===== config.mk =====
export PLATFORM = sky130hd
export DESIGN_NAME = commit_exp_ram
export DESIGN_NICKNAME = d
export VERILOG_FILES = /design/src/rtl/commit_exp_ram.sv
export SDC_FILE = /design/constraint.sdc
export NUM_CORES = 1
export LEC_CHECK = 0
export BUFFER_PORTS_ARGS = -buffer_cell sky130_fd_sc_hd__buf_4
export CAP_MARGIN = 10
export CORE_ASPECT_RATIO = 0.7
export CORE_MARGIN = 5
export CORE_UTILIZATION = 65
export DETAILED_ROUTE_END_ITERATION = 6
export PLACE_DENSITY = 0.8
export SLEW_MARGIN = 5
export SYNTH_ARGS = -nofsm -noshare
export SYNTH_HDL_FRONTEND = slang
export SYNTH_SLANG_ARGS = --single-unit

===== constraint.sdc =====
create_clock -name clk -period 16.2 [get_ports clk]
set_clock_uncertainty 0.15 [all_clocks]
set_input_delay 0.81 -clock clk [delete_from_list [all_inputs] [get_ports clk]]
set_output_delay 0.81 -clock clk [all_outputs]
set_load 0.05 [all_outputs]

===== src/rtl/commit_exp_ram.sv =====
// Expected-commit table: one synchronous write port, one asynchronous read port, no reset.
module commit_exp_ram #(
  parameter int unsigned XLEN  = 64,
  parameter int unsigned DEPTH = 16,
  parameter int unsigned AW    = $clog2(DEPTH)
) (
  input  logic              clk,
  input  logic              we,
  input  logic [AW-1:0]     waddr,
  input  logic [XLEN-1:0]   wpc,
  input  logic [4:0]        wrd,
  input  logic [XLEN-1:0]   wdata,
  input  logic [AW-1:0]     raddr,
  output logic [XLEN-1:0]   rpc,
  output logic [4:0]        rrd,
  output logic [XLEN-1:0]   rdata
);

  localparam int unsigned EW = XLEN + 5 + XLEN;

  logic [EW-1:0] mem_q [DEPTH];

  // Table write; contents survive reset so a run can be repeated without reloading.
  always_ff @(posedge clk) begin
    if (we) begin
      mem_q[waddr] <= {wpc, wrd, wdata};
    end
  end

  assign {rpc, rrd, rdata} = mem_q[raddr];

endmodule


# Yosys cells after proc, flatten, opt, wreduce, memory -nomap -nowiden

Memory sizes are Yosys's and may differ from the RTL's.
Cells that the tools add are included.

Word-level logic and storage cells: 3
RAM bits: 2128
Flip-flop bits (word level): 0
Input bits: 143
Output and inout port bits: 133
Memories kept: 1

Memory list:

| memory | words | width | read ports | clocked after Yosys merged registers in | write ports | line | RTL |
|---|---|---|---|---|---|---|---|
| mem_q  | 16    | 133   | 1          | 0                                       | 1           | 21   | `logic [EW-1:0] mem_q [DEPTH];` |

Muxes and demuxes: 2

Operators by type and width:

| kind              | count |
|---|---|
| 1-bit two-way mux | 2 |

# Longest topological paths before layout

Gate-level depths: netlist (run 1).

Depth in word-level cells: 2
Mapped depth: 8
Gate-level depth less buffers: 3

# Worst setup path before layout (run 1)

OpenSTA, ideal clock, no wires.

Path kind: input to register
From: in waddr[2]
To: mem mem_q[0][0] (netlist bit) (enable)
Setup time: 790 ps
Slack: 4962 ps
Stages: 2
Arrival time: 10298 ps
Buffers on the path: 0
Data required time: 15260 ps
Cell sequence: or3b_2 -> nor3_1

RTL lines:

| item        | line | RTL |
|---|---|---|
| from (decl) | 9    | `input logic [AW-1:0] waddr,` |
| to (decl)   | 21   |  |

No word-level cell before the write port.

# Worst setup path in the final report (run 1)

From: in raddr[0]
To: out rdata[10]

Word-level cells in the longest chain between the ends: 1

RTL lines:

| item                | line | RTL |
|---|---|---|
| from (decl)         | 13   | `input logic [AW-1:0] raddr,` |
| memory 16 x 133 bit | --   |  |
| to (decl)           | 16   | `output logic [XLEN-1:0] rdata` |

No other way between the ends.

==> metrics.md, run 1 <==
| Metric | Value |
|---|---|
| Post-cts resize count | `0` |
| Area Overhead vs Synth | `12.1%` |
| Pleak | `~28 nW` |
| Antenna violations before repair | `21` |
| Min-delay src | `wpc[19]` |
| Largest cells by area after synthesis | `edfxtp_1 (80%), mux4_2 (14%), a22oi_1 (2.1%), mux2_2 (0.82%), buf_2 (0.52%)` |
| Top Ports | `approximately 280` |
| Post-synthesis cell type count | `28` |
| Setup WS pre-CTS | `just under 10 ns` |
| Final Hold Fails | `0` |
| Hold_buf cts | `0` |
| Grt ovf | `0` |
| Fmax | `between 150 and 200 MHz` |
| Most common library cells after synthesis | `edfxtp_1 (2128), mux4_2 (497), a22oi_1 (224)` |
| Met2 WL post-DR | `approximately 90 mm` |
| Count of input and output buffers | `275` |
| Top flop regs | `mem_q: 2128 flops` |
| Synth top area share | `0.799` |
| Most common cell on crit path | `buf_4` |
| Minimum clock period | `around 6.2 ns` |
| Final #Nets | `roughly 3.8k` |
| Final WS setup | `~10 ns` |
| Largest net degree at the start of global routing | `about 130` |
| Dominant synthesized flop cell | `edfxtp_1` |
| Crit end category | `output port` |
| Detail-routed net length per standard cell | `around 33 µm` |
| Max reg flops | `2128` |
| Vias in the first global route | `roughly 39k` |
| Starting density of the core | `0.656` |
| Critical Path RT | `about 15 ns` |
| DRC | `0` |
| Antenna-violating nets left | `0` |
| Maximum Capacitance Violations | `0` |
| DP HPWL | `86.4 mm` |
| Final TNS setup | `0 ns` |
| Initial DRC count | `roughly 4.5k` |
| Top delay family on crit path | `buffers and inverters` |
| Post-synthesis mux area share | `0.152` |
| Power Density | `roughly 120 nW/µm²` |
| Worst EP arrival | `between 5 and 6 ns` |
| Final core utilization | `0.735` |
| Largest Register | `mem_q` |
| Max-Slew Margin vs Limit | `0.226` |
| Slowest Stage Delay on Critical Path | `roughly 0.87 ns` |
| Final GP Congestion | `around 0.73` |
| Count leader, synth | `edfxtp_1` |
| First-pass GRT wire length | `approximately 260 mm` |
| Worst path bufs/invs | `5` |
| Final wirelength | `approximately 180 mm` |
| Worst-path maximum fanout | `between 100 and 150` |
| Post-synth EDFFs | `about 2.1k` |
| CTS tree | `yes` |
| Hold depth | `1` |
| Leading area contributor after synthesis | `edfxtp_1` |
| Post-CTS setup buffer count | `0` |
| WL met1 | `about 68 mm` |
| Min-Delay Endpoint | `mem_q[0][88]$_DFFE_PP_` |
| Period utilization | `0.384` |
| Vert. Die Dim | `303 µm` |
| Simple-gate area share of the yosys netlist | `0.00984` |
| CP Launch Type | `primary input` |
| Root buffer cell | `clkbuf_16` |
| Worst-Margin Slew | `approximately 1.2 ns` |
| Final count of negative-setup-slack endpoints | `0` |
| Area share of xor/xnor cells in the synthesized design | `0` |
| DIE AREA | `130000 µm²` |
| CTS clk-pin slew, worst paths | `~0.070 ns` |
| Post-synthesis sequential area ratio | `0.799` |
| Flops & latches, synth | `approximately 2.1k` |
| Cell Area, Synth | `around 80000 µm²` |
| Die Width | `429 µm` |
| DR top layer | `met5` |
| Critical Path, Cell by Cell | `buf_8 -> buf_12 -> buf_4 -> buf_4 -> mux4_2 -> mux2_2 -> o22a_1 -> buf_4` |
| Post-Syn Instances | `roughly 3.4k` |
| Crit path kind | `in -> out` |
| Max Buffers Root-to-Sink | `3` |
| GRT Overall Usage | `0.281` |
| Hold Crit Class | `in -> reg` |
| Share of cells above drive strength 1 | `0.306` |
| Compound-Gate Fraction of Synth Area | `0.0266` |
| Pre-Repair DR Iteration Count | `5` |
| Core ar. | `122000 µm²` |
| CTS sink count | `around 2.1k` |
| Final Max Slew Viols | `0` |
| Worst path slowest cell | `buf_4` |
| Via count | `~37k` |
| Status | `complete, no violations` |
| Vias/cell | `between 6 and 7` |
| Syn_area_per_cell | `~24 µm²` |
| Syn_nets | `~3.5k` |
| RSZ-0062 raised after global routing | `false` |
| Synth warn | `0` |
| Post-synth ARST share | `0` |
| TritonCTS Buffers | `roughly 180` |
| Largest family of logic cells by synthesized area | `multiplexers` |
| Area share of fa/ha/maj cells after synthesis | `0` |
| FP Rows | `between 100 and 150` |
| DR WL met3 | `about 16 mm` |
| H-Tree Depth | `4` |
| Max IR drop VDD | `approximately 120 µV` |
[placed cells by master (no fill, tap or decap), types with 23 or more instances in the layout]
master	instances
edfxtp_1	2128
mux4_2	497
buf_4	335
a22oi_1	224
clkbuf_16	188
nand2_1	100
mux2_2	58
clkinv_1	51
clkbuf_1	39
clkinv_2	33
mux2i_1	26
nor2b_1	25
o221ai_1	23
[how the worst max path moves through the flow]
stage / startpoint / to / slack [ns] / cells past startpoint
detailed placement: raddr[0] / rdata[10] / 9.92 / 8
finish: raddr[0] / rdata[10] / 9.97 / 8
global placement: raddr[0] / rdata[10] / 9.95 / 8
CTS: raddr[0] / rdata[10] / 9.90 / 8
global route: raddr[0] / rpc[28] / 9.57 / 8
floorplan: waddr[2] / mem_q[0][0]$_DFFE_PP_ / 4.96 / 2
[metrics by stage]
stage | total power [mW] | cells | cell area (µm²) | hold WS [ns]
floorplan | 6.78 | 3350 | 80000 | 0.759
global placement | 7.03 | 5148 | 83900 | 0.953
detailed placement | 7.05 | 5148 | 83900 | 0.959
CTS | 11.2 | 5488 | 89600 | 0.0953
global route | 11.5 | 5499 | 89600 | 0.118
finish | 11.2 | 5503 | 89700 | 0.155
[layout make-up]
cell class | count | area (µm²)
tap | 1635 | 2050
antenna | 15 | 37.5
clock inverter | 113 | 895
clock buffer | 227 | 4850
multi-input combinational | 1040 | 15200
sequential | 2128 | 63900
timing repair buffer | 345 | 2700
fill | 6522 | 32300
[metal layers]
metal  track usage  vias to the layer above
li1              -                    15100
met4        0.0924                       16
met5             0                        -
met2         0.461                     2114
met1         0.392                    19900
met3        0.0569                      292
[power breakdown]
part / leakage (nW) / internal [mW] / switching (mW)
registers: 19.2 / 6.17 / 0.0274
clock network: 2.81 / 2.32 / 1.91
logic: 6.40 / 0.260 / 0.478
total: 28.4 / 8.75 / 2.42
[cells by family after synthesis]
logic type	after synthesis
flops	2128
buf+inv	182
mux	586
simple gates	172
compound gates	282
(Power assumes the default switching activity.)
==> inputs of run 2 (changes only) <==
--- a/config.mk
+++ b/config.mk
@@ -9,9 +9,9 @@
 export CAP_MARGIN = 10
 export CORE_ASPECT_RATIO = 0.7
 export CORE_MARGIN = 5
-export CORE_UTILIZATION = 65
+export CORE_UTILIZATION = 55
 export DETAILED_ROUTE_END_ITERATION = 6
-export PLACE_DENSITY = 0.8
+export PLACE_DENSITY = 0.72
 export SLEW_MARGIN = 5
 export SYNTH_ARGS = -nofsm -noshare
 export SYNTH_HDL_FRONTEND = slang
==> constraint.sdc (replaced) <==
create_clock -name clk -period 5.2 [get_ports clk]
set_clock_uncertainty 0.15 [all_clocks]
set_input_delay 0.26 -clock clk [delete_from_list [all_inputs] [get_ports clk]]
set_output_delay 0.26 -clock clk [all_outputs]
set_load 0.05 [all_outputs]
==> run 2 against run 1 <==
Global-route usage shrank 4.4 points. Combinational power rose to 3.3 times the previous value. First-iteration DRC count shrank 5.2%. Critical path depth shrank 2. Worst hold slack worse by 0.018 ns. Power rose to 3.1 times the previous value. Setup slack lost 8.0 ns. Sequential share of layout area shrank 1.8 points. Routed wire length up 0.21%. Count of clock-buffer cells in the layout rose by 6. Final cell count up 7.6%. Sequential power rose to 3.1 times the previous value. Critical endpoint is now rdata[62]. Largest cell class unchanged. Largest power group unchanged.
==> metrics.md, run 2 (synthesis results as in run 1) <==
| Metric | Value |
|---|---|
| Crit end category | `output port (unchanged)` |
| WL met1 | `73.4 mm (was 67.5 mm)` |
| Minimum clock period | `approximately 3.2 ns` |
| GRT Overall Usage | `0.238 (was 0.281)` |
| Share of cells above drive strength 1 | `0.299 (was 0.306)` |
| Starting density of the core | `0.552 (was 0.656)` |
| Pleak | `29.2 nW (was 28.4 nW)` |
| Period utilization | `0.616` |
| Critical Path RT | `4.79 ns (was 15.24 ns)` |
| Worst-Margin Slew | `1.19 ns (was 1.16 ns)` |
| Final Hold Fails | `0 (unchanged)` |
| CTS tree | `yes (unchanged)` |
| Worst EP arrival | `2.79 ns (was 5.27 ns)` |
| Top flop regs | `mem_q: 2128 flops (unchanged)` |
| Final count of negative-setup-slack endpoints | `0 (unchanged)` |
| Min-Delay Endpoint | `mem_q[12][69]$_DFFE_PP_ (was mem_q[0][88]$_DFFE_PP_)` |
| Reg area | `63900 µm² (unchanged)` |
| Final #Nets | `4000 (was 3841)` |
| DP HPWL | `88.9 mm (was 86.4 mm)` |
| Max-Slew Margin vs Limit | `0.208 (was 0.226)` |
| Total power | `34.9 mW (was 11.2 mW)` |
| Core ar. | `145000 µm² (was 122000 µm²)` |
| RSZ-0062 raised after global routing | `false (unchanged)` |
| Hold Crit Class | `in -> reg (unchanged)` |
| First-pass GRT wire length | `264 mm (was 263 mm)` |
| Final WS setup | `2.00 ns (was 9.97 ns)` |
| CTS clk-pin slew, worst paths | `0.06 ns (was 0.07 ns)` |
| Grt ovf | `0 (unchanged)` |
| Layout Cells excl Fill | `5919 (was 5503)` |
| Fillcell total | `9473 (was 6522)` |
| FP Rows | `117 (was 107)` |
| CP Launch Type | `primary input (unchanged)` |
| Status | `complete, no violations (unchanged)` |
| DR WL met3 | `13.1 mm (was 16.4 mm)` |
| Max Buffers Root-to-Sink | `3 (unchanged)` |
| Antenna violations before repair | `17 (was 21)` |
| Fmax | `between 300 and 400 MHz` |
| DIE AREA | `153000 µm² (was 130000 µm²)` |
| Hold depth | `2 (was 1)` |
| Final Max Slew Viols | `0 (unchanged)` |
| Post-cts resize count | `0 (unchanged)` |
| Final core utilization | `0.635 (was 0.735)` |
| Commonest non-fill, non-tap cell in the layout | `edfxtp_1 (unchanged)` |
| Crit path kind | `in -> out (unchanged)` |
| Final wirelength | `181 mm (was 180 mm)` |
| Die Width | `466 µm (was 429 µm)` |
| Maximum Capacitance Violations | `0 (unchanged)` |
| Post-CTS setup buffer count | `0 (unchanged)` |
| DRC | `0 (unchanged)` |
| Top Ports | `276 (unchanged)` |
| CTS sink count | `2128 (unchanged)` |
| Leading cell types in the layout, fill and taps excluded | `edfxtp_1 (2128), mux4_2 (497), buf_4 (312) (was edfxtp_1 (2128), mux4_2 (497), buf_4 (335))` |
| Post-Layout Inst Area | `92000 µm² (was 89700 µm²)` |
| Root buffer cell | `clkbuf_16 (unchanged)` |
| Placed cell count | `5432 (was 5148)` |
| Largest net degree at the start of global routing | `112 (was 134)` |
| Pre-Repair DR Iteration Count | `6 (was 5)` |
| Met2 WL post-DR | `90.4 mm (was 91.2 mm)` |
| Detail-routed net length per standard cell | `30.5 µm (was 32.8 µm)` |
| Largest Register | `mem_q (unchanged)` |
| Vias in the first global route | `38.3k (was 38.7k)` |
| Vias/cell | `6.31 (was 6.81)` |
| Max reg flops | `2128 (unchanged)` |
| Hold slack | `0.137 ns (was 0.155 ns)` |
| TritonCTS Buffers | `189 (was 183)` |
| Max IR drop VDD | `376 µV (was 122 µV)` |
| Count of input and output buffers | `275 (unchanged)` |
| Final TNS setup | `0 ns (unchanged)` |
| Area Overhead vs Synth | `15.0% (was 12.1%)` |
| Min-delay src | `wpc[0] (was wpc[19])` |
| Vert. Die Dim | `329 µm (was 303 µm)` |
| Worst-path maximum fanout | `59 (was 103)` |
| Final GP Congestion | `0.709 (was 0.728)` |
| Via count | `37.4k (was 37.5k)` |
| Setup WS pre-CTS | `1.96 ns (was 9.92 ns)` |
| Power Density | `379 nW/µm² (was 125 nW/µm²)` |
| Cell Area, Placed | `84800 µm² (was 83900 µm²)` |
| Initial DRC count | `4262 (was 4495)` |
| H-Tree Depth | `4 (unchanged)` |
| Antenna-violating nets left | `0 (unchanged)` |
| DR top layer | `met5 (unchanged)` |
| Multi-input gate area | `15300 µm² (was 15200 µm²)` |
-- run 2: changes by cell type in the layout (fill, tap and decap cells not counted), moves of 4 or more --
cell | before | now
clkbuf_1 | 39 | 44
buf_12 | 7 | 45
clkinv_1 | 51 | 40
nor3_4 | 0 | 4
buf_4 | 335 | 312
nor3_2 | 4 | 0
dlygate4sd3_1 | 0 | 138
-- run 2: repair_timing --
| action | in CTS | in global routing |
|---|---|---|
| hold buffers | 138 | 0 |
| hold endpoints to repair | 2163 | 0 |
| setup endpoints to repair | 0 | 0 |
-- run 2: cell type report --
cell class,instances,area share
Sequential cell,2128,0.695
Multi-Input combinational cell,1040,0.166
Clock buffer,233,0.0532
Timing Repair Buffer,498,0.0507
Tap cell,1904,0.0259
Clock inverter,103,0.00899
Antenna cell,13,0.000354
-- run 2: layer usage --
layer | vias to the layer above | track usage
li1 | 15500 | -
met2 | 1555 | 0.389
met5 | - | 0
met3 | 251 | 0.0383
met4 | 4 | 0.0610
met1 | 20100 | 0.342
-- run 2: report_power, final --
group          total, mW  switching, mW  leakage [nW]  internal [mW]
Clock               13.1           6.00          2.79           7.14
Sequential          19.3         0.0732          19.2           19.2
Combinational       2.43           1.53          7.20          0.901
Total               34.9           7.60          29.2           27.3
-- run 2: worst max path at each step --
stage                                  to      from  slack (ns)
CTS                             rdata[62]  raddr[0]        1.96
global route                    rdata[62]  raddr[0]        1.83
finish                          rdata[62]  raddr[0]        2.00
floorplan           mem_q[1][0]$_DFFE_PP_  waddr[2]       -1.89
detailed placement              rdata[62]  raddr[0]        1.96
global placement                rdata[62]  raddr[0]        1.98
-- run 2: critical path, stage by stage --
cell,delay [ns]
buf_8,0.56
buf_4,0.62
mux4_2,0.57
a22oi_1,0.27
nand2_1,0.20
buf_4,0.24
